### config.mk
export PLATFORM = sky130hd
export DESIGN_NAME = tim1_cc_channel_flat
export DESIGN_NICKNAME = d
export VERILOG_FILES = /design/src/rtl/tim1_cc_channel_pkg.sv /design/src/rtl/tim1_cc_channel_if.sv /design/src/rtl/tim1_cc_channel_ic_sync.sv /design/src/rtl/tim1_cc_channel.sv /design/src/flat_wrapper.sv
export SDC_FILE = /design/constraint.sdc
export NUM_CORES = 1
export LEC_CHECK = 0
export BUFFER_PORTS_ARGS = -buffer_cell sky130_fd_sc_hd__buf_2
export CAP_MARGIN = 5
export CORE_UTILIZATION = 52
export DETAILED_ROUTE_END_ITERATION = 10
export GPL_TIMING_DRIVEN = 0
export MAX_ROUTING_LAYER = met4
export PLACE_DENSITY = 0.8
export SLEW_MARGIN = 20
export SYNTH_ARGS = -nofsm -noshare
export SYNTH_HDL_FRONTEND = slang
export SYNTH_SLANG_ARGS = --single-unit
export TNS_END_PERCENT = 1
### constraint.sdc
create_clock -name clk -period 2 [get_ports clk]
set_input_delay 0.2 -clock clk [delete_from_list [all_inputs] [get_ports clk]]
set_output_delay 0.2 -clock clk [all_outputs]
set_load 0.005 [all_outputs]
### src/rtl/tim1_cc_channel_pkg.sv
// Shared TIM1 capture/compare definitions: output-compare mode encodings
// and the default counter width.
package tim1_cc_channel_pkg;

   localparam int CNT_W_DEF = 16;

   typedef enum logic [2:0] {
      OC_FROZEN = 3'b000,
      OC_SET    = 3'b001,
      OC_CLEAR  = 3'b010,
      OC_TOGGLE = 3'b011,
      OC_FLOW   = 3'b100,
      OC_FHIGH  = 3'b101,
      OC_PWM1   = 3'b110,
      OC_PWM2   = 3'b111
   } oc_mode_e;

endpackage

### src/rtl/tim1_cc_channel_if.sv
// CCR register bus and flag outputs of one TIM1 capture/compare channel.
// The controller (master) writes CCR and clears flags; the channel (slave)
// returns the active CCR, the flags and the interrupt pulse.
interface tim1_cc_channel_if #(
   parameter int CNT_W = 16
);
   logic             wr_ccr;
   logic [CNT_W-1:0] i_data_ccr;
   logic             clr_ccf;
   logic             clr_ccof;
   logic [CNT_W-1:0] o_ccr;
   logic             cc_flag;
   logic             ccof_flag;
   logic             cc_irq;

   modport master (
      output wr_ccr, i_data_ccr, clr_ccf, clr_ccof,
      input  o_ccr, cc_flag, ccof_flag, cc_irq
   );

   modport slave (
      input  wr_ccr, i_data_ccr, clr_ccf, clr_ccof,
      output o_ccr, cc_flag, ccof_flag, cc_irq
   );
endinterface

### src/rtl/tim1_cc_channel_ic_sync.sv
// Capture-input synchroniser and edge detector. The pin passes through
// SYNC_STAGES flops; the pulse is high for one cycle when the synchronised
// level shows the selected edge (ic_edge: 0 rising, 1 falling).
module tim1_ic_sync #(
   parameter int SYNC_STAGES = 2
) (
   input  logic clk,
   input  logic rst,
   input  logic ic_in,
   input  logic ic_edge,
   output logic o_edge_pulse
);

   logic [SYNC_STAGES-1:0] sync_q;
   logic                   prev_q;
   logic                   sync_out;

   assign sync_out = sync_q[SYNC_STAGES-1];

   // Shift the asynchronous pin through the synchroniser and keep the last level.
   always_ff @(posedge clk or posedge rst) begin
      if (rst) begin
         sync_q <= '0;
         prev_q <= 1'b0;
      end else begin
         sync_q <= {sync_q[SYNC_STAGES-2:0], ic_in};
         prev_q <= sync_out;
      end
   end

   // Compare current and previous synchronised level for the selected edge.
   always_comb begin
      o_edge_pulse = 1'b0;
      if (ic_edge) o_edge_pulse = prev_q & ~sync_out;
      else         o_edge_pulse = sync_out & ~prev_q;
   end

endmodule

### src/rtl/tim1_cc_channel.sv
// TIM1 capture/compare channel: preloadable CCR, output compare / PWM
// generation, input capture on a synchronised pin edge, and the
// capture/overcapture flags with their interrupt pulse.
module tim1_cc_channel
   import tim1_cc_channel_pkg::*;
#(
   parameter int CNT_W       = CNT_W_DEF,
   parameter int SYNC_STAGES = 2
) (
   input  logic             clk,
   input  logic             rst,
   input  logic             timer_en,
   input  logic [CNT_W-1:0] tim1_cnt,
   input  logic             dir,
   input  logic             cnt_ov,
   input  logic             cnt_uv,
   input  logic             cc_sel,
   input  logic [2:0]       oc_mode,
   input  logic             cc_pol,
   input  logic             preload_en,
   input  logic             ic_edge,
   input  logic             ic_in,
   output logic             oc_out,
   tim1_cc_channel_if.slave bus
);

   logic [CNT_W-1:0] ccr_shadow;
   logic [CNT_W-1:0] ccr_active;
   logic             oc_ref;
   logic             oc_ref_nxt;
   logic             match_d;
   logic             uev;
   logic             match;
   logic             match_evt;
   logic             edge_pulse;
   logic             cap_evt;
   logic             set_cc;
   logic             cc_flag_q;
   logic             ccof_flag_q;
   logic             cc_irq_q;
   oc_mode_e         mode;

   // Counter direction does not affect compare; kept for interface completeness.
   logic             dir_unused;
   assign dir_unused = dir;

   assign mode = oc_mode_e'(oc_mode);

   tim1_ic_sync #(
      .SYNC_STAGES (SYNC_STAGES)
   ) u_ic_sync (
      .clk          (clk),
      .rst          (rst),
      .ic_in        (ic_in),
      .ic_edge      (ic_edge),
      .o_edge_pulse (edge_pulse)
   );

   // Event decode: update event, compare match edge and capture edge.
   always_comb begin
      uev       = timer_en & (cnt_ov | cnt_uv);
      match     = timer_en & (tim1_cnt == ccr_active) & ~cc_sel;
      match_evt = match & ~match_d;
      cap_evt   = cc_sel & edge_pulse;
      set_cc    = match_evt | cap_evt;
   end

   // Next reference level per compare mode; PWM/force modes track the
   // counter even while it is stopped.
   always_comb begin
      oc_ref_nxt = oc_ref;
      case (mode)
         OC_FROZEN: oc_ref_nxt = oc_ref;
         OC_SET:    if (match_evt) oc_ref_nxt = 1'b1;
         OC_CLEAR:  if (match_evt) oc_ref_nxt = 1'b0;
         OC_TOGGLE: if (match_evt) oc_ref_nxt = ~oc_ref;
         OC_FLOW:   oc_ref_nxt = 1'b0;
         OC_FHIGH:  oc_ref_nxt = 1'b1;
         OC_PWM1:   oc_ref_nxt = (tim1_cnt <  ccr_active);
         OC_PWM2:   oc_ref_nxt = (tim1_cnt >= ccr_active);
         default:   oc_ref_nxt = oc_ref;
      endcase
   end

   // CCR registers: capture in input mode; direct or preloaded writes in
   // compare mode, where a write coinciding with an update still transfers
   // the previous shadow value.
   always_ff @(posedge clk or posedge rst) begin
      if (rst) begin
         ccr_shadow <= '0;
         ccr_active <= '0;
      end else if (cc_sel) begin
         if (cap_evt) ccr_active <= tim1_cnt;
      end else begin
         if (bus.wr_ccr && preload_en) ccr_shadow <= bus.i_data_ccr;
         if (bus.wr_ccr && !preload_en) ccr_active <= bus.i_data_ccr;
         else if (preload_en && uev)    ccr_active <= ccr_shadow;
      end
   end

   // Compare reference register and match history (cleared in capture mode
   // because match is gated by cc_sel).
   always_ff @(posedge clk or posedge rst) begin
      if (rst) begin
         oc_ref  <= 1'b0;
         match_d <= 1'b0;
      end else begin
         oc_ref  <= oc_ref_nxt;
         match_d <= match;
      end
   end

   // Status flags: a set event always wins over a simultaneous clear.
   always_ff @(posedge clk or posedge rst) begin
      if (rst) begin
         cc_flag_q   <= 1'b0;
         ccof_flag_q <= 1'b0;
         cc_irq_q    <= 1'b0;
      end else begin
         cc_flag_q   <= set_cc | (cc_flag_q & ~bus.clr_ccf);
         ccof_flag_q <= (cap_evt & cc_flag_q) | (ccof_flag_q & ~bus.clr_ccof);
         cc_irq_q    <= set_cc;
      end
   end

   assign oc_out        = oc_ref ^ cc_pol;
   assign bus.o_ccr     = ccr_active;
   assign bus.cc_flag   = cc_flag_q;
   assign bus.ccof_flag = ccof_flag_q;
   assign bus.cc_irq    = cc_irq_q;

endmodule
### src/flat_wrapper.sv
// flat-port wrapper written by rule: the top's interface ports become plain ports
module tim1_cc_channel_flat import tim1_cc_channel_pkg::*;
#(
   parameter int CNT_W       = CNT_W_DEF,
   parameter int SYNC_STAGES = 2
)
  (clk, rst, timer_en, tim1_cnt, dir, cnt_ov, cnt_uv, cc_sel, oc_mode, cc_pol, preload_en, ic_edge, ic_in, oc_out, bus_wr_ccr, bus_i_data_ccr, bus_clr_ccf, bus_clr_ccof, bus_o_ccr, bus_cc_flag, bus_ccof_flag, bus_cc_irq);
  tim1_cc_channel_if #(.CNT_W(CNT_W)) bus_i ();
  input  logic clk;
  input  logic rst;
  input  logic timer_en;
  input  logic [CNT_W-1:0] tim1_cnt;
  input  logic dir;
  input  logic cnt_ov;
  input  logic cnt_uv;
  input  logic cc_sel;
  input  logic [2:0] oc_mode;
  input  logic cc_pol;
  input  logic preload_en;
  input  logic ic_edge;
  input  logic ic_in;
  output logic oc_out;
  input wire logic [$bits(bus_i.wr_ccr)-1:0] bus_wr_ccr;
  input wire logic [$bits(bus_i.i_data_ccr)-1:0] bus_i_data_ccr;
  input wire logic [$bits(bus_i.clr_ccf)-1:0] bus_clr_ccf;
  input wire logic [$bits(bus_i.clr_ccof)-1:0] bus_clr_ccof;
  output wire logic [$bits(bus_i.o_ccr)-1:0] bus_o_ccr;
  output wire logic [$bits(bus_i.cc_flag)-1:0] bus_cc_flag;
  output wire logic [$bits(bus_i.ccof_flag)-1:0] bus_ccof_flag;
  output wire logic [$bits(bus_i.cc_irq)-1:0] bus_cc_irq;
  assign bus_i.wr_ccr = bus_wr_ccr;
  assign bus_i.i_data_ccr = bus_i_data_ccr;
  assign bus_i.clr_ccf = bus_clr_ccf;
  assign bus_i.clr_ccof = bus_clr_ccof;
  assign bus_o_ccr = bus_i.o_ccr;
  assign bus_cc_flag = bus_i.cc_flag;
  assign bus_ccof_flag = bus_i.ccof_flag;
  assign bus_cc_irq = bus_i.cc_irq;
  tim1_cc_channel #(.CNT_W(CNT_W), .SYNC_STAGES(SYNC_STAGES)) u_core (.clk(clk), .rst(rst), .timer_en(timer_en), .tim1_cnt(tim1_cnt), .dir(dir), .cnt_ov(cnt_ov), .cnt_uv(cnt_uv), .cc_sel(cc_sel), .oc_mode(oc_mode), .cc_pol(cc_pol), .preload_en(preload_en), .ic_edge(ic_edge), .ic_in(ic_in), .oc_out(oc_out), .bus(bus_i));
endmodule
==> flow_summary.json <==
{
  "path_class": "reg -> reg",
  "final_layout_size_suffix_gt1_share_pct": 34.5,
  "start_kind": "flop",
  "syn2layout_area_growth_pct": 23.2,
  "drt_wl_total_um": 5100,
  "cp_cell_sequence": "inv_1 -> ha_1 -> a21oi_1 -> nand2_1 -> a2111oi_4 -> mux2_4 -> a21oi_2",
  "power_switching_mw": 0.688,
  "synth.most_common_cell": "dfrtp_1",
  "critPathMaxStageDelay_ns": 0.38,
  "post-place-ws_ns": 0.0668,
  "power.share.switching_pct": 31.3,
  "grt_pass1_wl_um": 8000,
  "dp.cells": 355,
  "min-delay-start": "ic_in",
  "yosysTopAreaCell": "dfrtp_1",
  "critPathRequiredTime_ns": 2.23,
  "final-setup-viol-count": 0,
  "vdd_ir_drop_max_v": 0.000566,
  "grt_max_degree": 32,
  "whs_ns": 0.0268,
  "synth.ff_latch_count": 40,
  "drv_cap": 0,
  "insertion_delay_ns": 0.29,
  "p_leak_nw": 1.48,
  "core_area_mm2": 0.00414,
  "synth_common_cells": "dfrtp_1 (40), a21oi_1 (24), inv_1 (22), nor2_1 (22), nand2_1 (21)",
  "layout.area.seq_mm2": 0.00100,
  "cp.arrival_ns": 2.13,
  "diodes": 0,
  "drt_first_pass_iters": 5,
  "power_density_mw_per_mm2": 772,
  "groute.usage.overall_pct": 24.1,
  "cts_buffer_depth": 2,
  "drtIter0Drc": 58,
  "dp_hpwl_um": 3920,
  "setup_tns_ns": 0,
  "instances_no_fill": 363,
  "drc": 0,
  "root_buffer": "clkbuf_8",
  "overflow": 0,
  "start_util_pct": 55.9,
  "synthArstFlopShare_pct": 100,
  "cp-startpoint": "u_core.bus.o_ccr[14]",
  "critPathMaxFanout": 3,
  "slowest_stage": "dfrtp_1",
  "cts_made_buffers": 5,
  "cp-end-kind": "flop",
  "fillers": 351,
  "clkSinkCount": 40,
  "utilization_pct": 68.8,
  "fin_ws_ns": 0.101,
  "port_buffers": 66,
  "synth_fp_nets": 303,
  "maxSlewViolCount": 0,
  "tritoncts": "yes",
  "hold_path.class": "in -> reg",
  "num_io_pins": 69,
  "gp_congestion": 0.832,
  "wire_per_inst_um": 14.0,
  "synth-edff-count": 0,
  "clock.fmax_mhz": 527,
  "num_vias": 1951,
  "fin_nets": 380,
  "internal-power_mw": 1.51,
  "power.total_mw": 2.20,
  "synth_flop_cell": "dfrtp_1",
  "synth_warnings": 0,
  "synthCells": 238,
  "grt_pass1_vias": 1794,
  "hold_viol": 0,
  "die_area_mm2": 0.00472,
  "worst_slew_pin_slew_ns": 0.495,
  "synth_top_area_share_pct": 43.2,
  "holdPathStages": 1,
  "reg2reg_from": "u_core.bus.o_ccr[14]",
  "antenna_found_initial": 0,
  "yosysUniqueCellTypes": 37,
  "slew_headroom_pct": 67.0,
  "syn_area_mm2": 0.00231,
  "skew_ns": 0.00841,
  "synth-seq-area-share_pct": 43.2,
  "cts.clk_slew.worst_paths_ns": 0.07,
  "ant_nets": 0,
  "syn_area_per_cell_um2": 9.73,
  "period_share_pct": 94.9,
  "fp.dieH_um": 68.7,
  "min_period_ns": 1.90,
  "seq_power_share_pct": 47.0,
  "cts_max_level": 2,
  "synth_area_leaders": "dfrtp_1 (43%), ha_1 (8.6%), mux2_2 (7.8%), mux2i_1 (6.9%), a21oi_1 (5.2%)",
  "num_rows": 23,
  "die_w_um": 68.7,
  "placed_cell_area_mm2": 0.00273,
  "viasPerCell": 5.37,
  "r2r.worst_path.cells": 7,
  "fin_area_mm2": 0.00285,
  "outcome": "completed",
  "comb_power_share_pct": 31.3,
  "rsz0062_at_grt": "no",
  "multi_input_area_mm2": 0.00121,
  "clockPowerShare_pct": 21.7
}
## power by group through the flow
| stage | sequential, mW | combinational (mW) | clock, mW |
|---|---|---|---|
| global route | 1.05 | 0.784 | 0.522 |
| CTS | 1.03 | 0.660 | 0.494 |
| detailed placement | 1.05 | 0.655 | 0 |
| global placement | 1.04 | 0.632 | 0 |
| finish | 1.03 | 0.689 | 0.478 |
| floorplan | 1.04 | 0.416 | 0 |
## cell families after synthesis
family                     share of synthesized area (%)
and+or+nand+nor                                     13.4
AOI/OAI and AO/OA                                   13.0
DFF                                                 43.2
muxes                                               15.4
buffers and inverters                               5.95
adders and majority gates                           8.65
xor gates and xnor gates                           0.378
## state kept, by name (all words and copies together) (netlist names)
name	flops
u_core.bus.cc_flag	1
u_core.bus.cc_irq	1
u_core.bus.ccof_flag	1
u_core.bus.o_ccr	16
u_core.ccr_shadow	16
u_core.match_d	1
u_core.oc_ref	1
u_core.u_ic_sync.prev_q	1
u_core.u_ic_sync.sync_q	2
## area by class of cell
type | count | area share (%)
inverter | 22 | 2.89
multi-input combinational | 166 | 42.3
sequential | 40 | 35.1
clock buffer | 5 | 2.41
timing repair buffer | 70 | 13.2
buffer | 10 | 1.93
tap | 50 | 2.19
## placed cells by master (no fill, tap or decap), drive strengths merged, types with 2 or more instances in the layout
master,netlist,layout
o21ai,20,20
buf,6,75
clkbuf,4,9
a21oi,25,25
nor3,3,3
nand3b,2,2
nand4,4,4
inv,22,22
nand2,21,21
dfrtp,40,40
ha,16,16
mux2i,16,16
and4,3,3
mux2,17,17
nand3,3,3
nor2,22,22
nand2b,2,2
a21o,2,2
## routing by layer
layer	part of all wire (%)	GRT usage, %
met5	0	-
met4	2.1	9.69
met3	5.6	4.61
met2	48	39.0
met1	45	29.8
## worst max-delay path, delay by kind of cell (launching register included)
family / cells / cell delay [ns]
flops: 1 / 0.38
fa+ha+maj: 1 / 0.32
compound gates: 3 / 0.65
simple gates: 1 / 0.11
mux: 1 / 0.33
buf+inv: 1 / 0.05
## worst paths after layout
check | end | slack (ns)
worst max-delay path | u_core.oc_ref | 0.10
worst min-delay path | u_core.u_ic_sync.sync_q[0] | 0.03
worst max register to register | u_core.oc_ref | 0.10
worst min register to register | u_core.u_ic_sync.sync_q[1] | 0.35
max in group asynchronous | u_core.ccr_shadow[13] | 1.19
min in group asynchronous | u_core.bus.o_ccr[5] | 0.37
## what timing repair did
item,CTS,global route
setup buffers,0,2
hold buffers,1,0
resized for setup,0,3
hold endpoints to repair,9,0
endpoints found under the setup margin,0,1
No activity file was read; power rests on OpenSTA's default activity.
